File: config.mk
export PLATFORM = sky130hd
export DESIGN_NAME = jt49_chmix
export DESIGN_NICKNAME = d
export VERILOG_FILES = /design/src/rtl/jt49_chmix.sv
export SDC_FILE = /design/constraint.sdc
export NUM_CORES = 1
export LEC_CHECK = 0
export ABC_AREA = 1
export CORE_ASPECT_RATIO = 0.9
export CORE_UTILIZATION = 45
export DETAILED_ROUTE_END_ITERATION = 10
export PLACE_DENSITY = 0.73
export SLEW_MARGIN = 20
export SYNTH_ARGS = -nofsm -noshare
export SYNTH_HDL_FRONTEND = slang
export SYNTH_SLANG_ARGS = --single-unit
File: constraint.sdc
create_clock -name clk -period 4.2 [get_ports clk]
set_input_delay 0.63 -clock clk [delete_from_list [all_inputs] [get_ports clk]]
set_output_delay 0.63 -clock clk [all_outputs]
set_load 0.005 [all_outputs]
File: src/rtl/jt49_chmix.sv
// Three-channel PSG mixer: snapshot on cen, one shared multiplier walks the
// channels in turn, then the sum is shifted and saturated to an sw-bit sample.
module jt49_chmix #(
    parameter int sw  = 8,
    parameter int gsh = 2
) (
    input  logic          clk,
    input  logic          rst,
    input  logic          cen,
    input  logic [sw-1:0] ch_a,
    input  logic [sw-1:0] ch_b,
    input  logic [sw-1:0] ch_c,
    input  logic [3:0]    gain_a,
    input  logic [3:0]    gain_b,
    input  logic [3:0]    gain_c,
    output logic [sw-1:0] dout,
    output logic          dout_vld,
    output logic          busy,
    output logic          overrun,
    output logic [2:0]    fsm_state
);

    typedef enum logic [2:0] {
        IDLE = 3'd0,
        MA   = 3'd1,
        MB   = 3'd2,
        MC   = 3'd3,
        OUT  = 3'd4
    } state_t;

    state_t state, state_nxt;

    logic [sw-1:0] ch_a_s, ch_b_s, ch_c_s;
    logic [3:0]    gain_a_s, gain_b_s, gain_c_s;
    logic [sw+5:0] acc;
    logic [sw-1:0] mul_ch;
    logic [3:0]    mul_g;
    logic [sw+3:0] prod;
    logic [sw+5:0] shifted;
    logic [sw-1:0] sat_val;
    logic          start;
    logic          mac_en;

    // cen handshake: a strobe is taken only in IDLE; anywhere else it is
    // dropped and recorded in the sticky overrun flag.
    assign start  = cen && (state == IDLE);
    assign mac_en = (state == MA) || (state == MB) || (state == MC);

    always_ff @(posedge clk) begin
        if (rst) state <= IDLE;
        else     state <= state_nxt;
    end

    always_comb begin
        state_nxt = state;
        case (state)
            IDLE:    if (cen) state_nxt = MA;
            MA:      state_nxt = MB;
            MB:      state_nxt = MC;
            MC:      state_nxt = OUT;
            OUT:     state_nxt = IDLE;
            default: state_nxt = IDLE;
        endcase
    end

    always_comb begin
        mul_ch = '0;
        mul_g  = '0;
        case (state)
            MA: begin mul_ch = ch_a_s; mul_g = gain_a_s; end
            MB: begin mul_ch = ch_b_s; mul_g = gain_b_s; end
            MC: begin mul_ch = ch_c_s; mul_g = gain_c_s; end
            default: begin mul_ch = '0; mul_g = '0; end
        endcase
    end

    assign prod    = {4'b0, mul_ch} * {{sw{1'b0}}, mul_g};
    assign shifted = acc >> gsh;
    assign sat_val = (|shifted[sw+5:sw]) ? {sw{1'b1}} : shifted[sw-1:0];

    always_ff @(posedge clk) begin
        if (rst) begin
            ch_a_s   <= '0;
            ch_b_s   <= '0;
            ch_c_s   <= '0;
            gain_a_s <= '0;
            gain_b_s <= '0;
            gain_c_s <= '0;
            acc      <= '0;
            dout     <= '0;
            dout_vld <= 1'b0;
            overrun  <= 1'b0;
        end else begin
            dout_vld <= 1'b0;
            if (start) begin
                ch_a_s   <= ch_a;
                ch_b_s   <= ch_b;
                ch_c_s   <= ch_c;
                gain_a_s <= gain_a;
                gain_b_s <= gain_b;
                gain_c_s <= gain_c;
                acc      <= '0;
            end else if (mac_en) begin
                acc <= acc + {2'b0, prod};
            end
            if (state == OUT) begin
                dout     <= sat_val;
                dout_vld <= 1'b1;
            end
            if (cen && (state != IDLE)) overrun <= 1'b1;
        end
    end

    assign busy      = (state != IDLE);
    assign fsm_state = state;

endmodule

# After elaboration in Yosys (flattened, before gate mapping)
# Index checks and enable logic that the tools add are counted.
[classes]
n_addsub = 1
multipliers = 1
n_eq_ne = 5
muxes = 6
n_reduce_logical = 8
[op_table]
columns = ["operator", "count"]
rows = [
  ["8-bit one-hot mux with 3 select lines", 1],
  ["14-bit by 12-bit adder with 14-bit output", 1],
  ["8-bit by 4-bit multiplier with 12-bit output", 1],
  ["3-bit one-hot mux with 4 select lines", 1],
  ["4-bit one-hot mux with 3 select lines", 1],
  ["8-bit 2-to-1 mux", 1],
  ["3-bit by 2-bit == test with 1-bit output, second input constant", 2],
  ["4-bit OR reduction", 1],
  ["3-bit by 1-bit == test with 1-bit output, second input constant", 1],
  ["3-bit == test, second input constant", 1],
  ["3-bit logical NOT", 1],
  ["3-bit 2-to-1 mux", 1],
  ["3-bit nonzero test", 1],
  ["1-bit logical AND", 2],
  ["1-bit logical OR", 2],
  ["2-bit != test, second input constant", 1],
  ["2-bit OR reduction", 1],
  ["1-bit 2-to-1 mux", 1],
]
[word_totals]
reg_bits = 63

# Longest topological paths before layout
[depth]
ltp_word = 4
mapped_depth = 23
ltp_nobuf = 22

# Worst setup path after synthesis
# Ideal clock, no wire load.
[synth_timing]
kind = "reg2reg"
startpoint = "register state[0] (netlist: fsm_state[0])"
endpoint = "register acc[6]"
arrival_ps = 3717
required_time_ps = 4091
slack_ps = 374
stages_incl_launch_ff = 19
period_less_slack_ps = 3826
path_cell_list = "dfxtp_1 > inv_2 > nor2_1 > nand2_2 > buf_6 > o221ai_4 > nand2_1 > fa_1 > fa_1 > fa_1 > inv_1 > ha_1 > nand2_1 > nand3_1 > a21oi_1 > or2_1 > nand3_1 > nand2_1 > inv_1"
[synth_via]
elab_chain_len = 4
word_cells_on_any_way = 12
[synth_lines]
columns = ["item", "line", "source"]
rows = [
  ["start: declaration", "31", "state_t state, state_nxt;"],
  ["start signal: assignment", "51", "else state <= state_nxt;"],
  ["3-bit by 2-bit == test with 1-bit output / 3-bit by 1-bit == test with 1-bit output (equally long branches)", "47, 69", ""],
  ["8-bit one-hot mux with 3 select lines / 4-bit one-hot mux with 3 select lines (equally long branches)", "69", "case (state)"],
  ["8-bit by 4-bit multiplier with 12-bit output", "77", "assign prod = {4'b0, mul_ch} * {{sw{1'b0}}, mul_g};"],
  ["14-bit by 12-bit adder with 14-bit output", "104", "acc <= acc + {2'b0, prod};"],
  ["end signal: assignment", "104", ""],
  ["end: declaration", "35", "logic [sw+5:0] acc;"],
]
# Several ways; a longest one is shown, not always the timed one.
# A chain may end at the register's enable or synchronous reset.

# Worst setup path in the final report
[layout_timing]
startpoint = "register state[1] (netlist: fsm_state[1])"
endpoint = "register acc[9]"
# Same word-level chain as after synthesis.

==> impl_results.md <==
- WHS Path Cells: 2
- EDFF count, synth: 0
- CP Capture Type: flip-flop
- Clk network pwr share: 40.1%
- Crit path buf inv count: 6
- FF-to-FF path depth: 21
- WS Path Type: flip-flop to flip-flop
- Slowest-stage cell, CP: fa_1
- Via/cell ratio: 5.06
- Routed len/inst: around 14 µm
- IO Pins: 53
- Pint: about 1.2 mW
- RSZ-0062 raised after global routing: yes
- Arr. time, crit path: 4.31 ns
- First-pass GRT wire length: 16500 µm
- Core region area: 8730 µm²
- Nets@finish: between 700 and 800
- HPWL after detailed placement: between 7000 and 8000 µm
- Largest net degree at the start of global routing: just over 50
- Combinational power share: between 20% and 30%
- Post-DRT Antenna Nets: 0
- Max Cap Viol: 0
- # diodes: 0
- Net Switching: just under 0.5 mW
- Post-synth net total: 652
- Syn avg cell area: a little over 7 µm²
- Met3 Usage GRT: roughly 5%
- Clock Root Buffer: clkbuf_8
- Yosys warning total: 0
- Tmin final: 4.05 ns
- Vias: about 3900
- Drc violations: 0
- Sequential area share after synthesis: between 30% and 40%
- Skew final: just under 0.009 ns
- Cell area power density: approximately 310 nW/µm²
- Pins over their slew limit: 0
- Unique cell type count in the Yosys netlist: 30
- Worst slew pin tran: slightly below 1 ns
- Area of the multi-input gates: ~2400 µm²
- Yosys reg bits: 63
- H-tree Lvls: 3
- Sequential share of power: 39.7%
- Drt total wl: around 10000 µm
- CP delay by family, top: adder cells
- Prevailing post-synth register cell: dfxtp_1
- CTS Sinks: 63
- Storage cell area: 1270 µm²
- Setup crit start kind: flip-flop
- Worst path depth: 21
- WP data required: between 4 and 5 ns
- Layout cell share with drive strength beyond 1: 16.0%
- Met2 usage: 37.9%
- Pleak: between 2 and 3 nW
- Sw frac: between 20 and 30%
- Final Worst Setup Slack: ~0.15 ns
- Largest stage delay, worst path: about 0.54 ns
- Max FO, Critical Path: 7
- FMAX: approximately 250 MHz
- Die ar.: 9560 µm²
- Period utilization: between 90% and 100%
- Clock Path Buffers: 2
- Hold Slack: 0.453 ns
- Fillers: 766
- Fin. Hold Viols: 0
- Total track usage: approximately 22%
- TritonCTS Buffers: 9
- Drt pass-1 iters: 5
- Syn-to-layout area delta: 29.9%
- Clk Latency, worst-skew pair: 0.35 ns
- Synthesized area: 4130 µm²
- Via count of the first global-routing pass: between 3000 and 4000
- Most frequent CP cell: nand2_1
- Die Ht: a little over 90 µm
- Standard-cell rows: 32
- Most Crowded Layer GR: met2
- Worst IR drop on VDD: approximately 0.16 mV
- Initial Utilization: between 40% and 50%
- Min-Delay Path Class: flip-flop to flip-flop
- Clock-pin slew on the worst setup and hold paths: 0.08 ns
- Max-slew headroom: 35.3%
- Pre-CTS setup slack: -0.0992 ns
- Initial antenna violation count: 0
- Synthesized instance count: 570
- CTS tree: built
- Placer Congestion: 0.907
- Port buffer count: 52
- Asr flop ratio synth: 0%
- Chip width: 103 µm
- Grt ovf: 0
- Final setup violation count: 0
- Crit-path cells: buf_4 -> nor3_4 -> buf_6 -> nand2_2 -> o221ai_4 -> nand2_1 -> inv_1 -> fa_1 -> fa_1 -> inv_1 -> fa_1 -> inv_1 -> ha_4 -> nand2_2 -> nor2_1 -> nand2_1 -> nand2_1 -> xnor2_1 -> nand2_1 -> nand2_1 -> inv_1
- DR iter-0 viols: 199
- Status: complete, no violations
- Met1 usage: 27.9%
==> registers in the layout, summed over array words and instances (netlist names), 3 cells and up <==
register	flops
fsm_state	3
dout	8
gain_c_s	4
ch_c_s	8
gain_a_s	4
gain_b_s	4
ch_b_s	8
acc	14
ch_a_s	8
==> placed cells by master (no fill, tap or decap), drive strengths merged, types with 2 or more instances in the layout <==
cell type	instances
a21oi	55
a31oi	8
buf	22
bufinv	3
clkbuf	10
clkdlybuf4s50	52
dfxtp	63
fa	21
ha	22
inv	153
nand2	121
nand3	19
nand4	3
nor2	20
o21ai	47
o221ai	12
or2	2
xnor2	3
xor2	2
==> Yosys cell counts, types with 2 or more instances <==
library cell | number | area (µm²)
o21ai_0 | 9 | 45.0
o221ai_2 | 11 | 165
xor2_1 | 2 | 17.5
nand4_1 | 3 | 18.8
buf_6 | 2 | 22.5
dfxtp_1 | 63 | 1260
a31oi_1 | 8 | 50.1
buf_2 | 8 | 40.0
clkbuf_1 | 4 | 15.0
xnor2_1 | 3 | 26.3
o21ai_1 | 38 | 190
buf_1 | 3 | 11.3
nor2_4 | 2 | 22.5
a21oi_1 | 55 | 275
ha_1 | 22 | 275
fa_1 | 21 | 420
nand2_1 | 118 | 443
nand2_2 | 3 | 18.8
nor2_1 | 17 | 63.8
nand3_1 | 18 | 90.1
inv_1 | 148 | 556
inv_2 | 4 | 15.0
==> cells by family after synthesis <==
family	share of synthesized area, %
buffers and inverters	16.2
DFF	30.6
AOI/OAI and AO/OA	18.2
adders and majority gates	16.9
and+or+nand+nor	17.2
xor gates and xnor gates	1.06
==> worst paths after layout <==
kind	start	end	slack [ns]
worst max-delay path	fsm_state[1]	acc[9]	0.15
worst max register to register	fsm_state[1]	acc[9]	0.15
worst min-delay path	ch_a_s[6]	ch_a_s[6]	0.45
worst min register to register	ch_a_s[6]	ch_a_s[6]	0.45
==> power by group through the flow <==
stage,Combinational (mW),Sequential [mW],Clock [mW]
6_report,0.339,0.667,0.672
4_1_cts,0.301,0.666,0.682
3_3_place_gp,0.285,0.677,0
5_1_grt,0.373,0.671,0.711
3_5_place_dp,0.293,0.679,0
2_1_floorplan,0.193,0.675,0
==> per-layer routing <==
metal | up-vias | share of wire (%) | wire length (µm)
met5 | - | 0 | 0
met4 | 0 | 2.2 | 223
met3 | 23 | 5.6 | 578
met2 | 107 | 49 | 5040
met1 | 1823 | 44 | 4510
li1 | 1899 | - | -
==> final cells by class <==
type                    count  share of cell area (%)
multi-input cells         337                    45.3
flip-flops and latches     63                    23.7
repair buffers             74                    12.9
inverters                 152                    10.6
well taps                 119                    2.78
clock buffers              10                    2.57
clock inverters             6                    2.15
==> worst reg2reg max path, stage by stage (launching register included) <==
cell	delay, ns
dfxtp_4	0.37
buf_4	0.16
nor3_4	0.24
buf_6	0.19
nand2_2	0.07
o221ai_4	0.11
nand2_1	0.11
inv_1	0.08
fa_1	0.44
fa_1	0.54
inv_1	0.06
fa_1	0.51
inv_1	0.07
ha_4	0.30
nand2_2	0.08
nor2_1	0.16
nand2_1	0.08
nand2_1	0.09
xnor2_1	0.12
nand2_1	0.07
nand2_1	0.07
inv_1	0.04
==> stage by stage <==
| step | TNS, ns | power [mW] | cell area [µm²] | util, % | cells |
|---|---|---|---|---|---|
| after global routing | -0.177 | 1.76 | 5360 | 61.4 | 761 |
| after floorplan | 0 | 0.868 | 4130 | - | 570 |
| after global placement | -0.0472 | 0.962 | 4780 | 54.7 | 733 |
| after detailed placement | -0.364 | 0.972 | 4780 | 54.7 | 733 |
| final | 0 | 1.68 | 5360 | 61.4 | 761 |
| after CTS | 0 | 1.65 | 5070 | 58.1 | 750 |
==> repair_timing <==
action,in CTS,in global routing
cloned,0,1
endpoints found under the setup margin,9,10
pin swaps,1,13
hold buffers,0,0
resized for setup,5,53
setup buffers,1,10
Power figures use the tool's default switching activity.
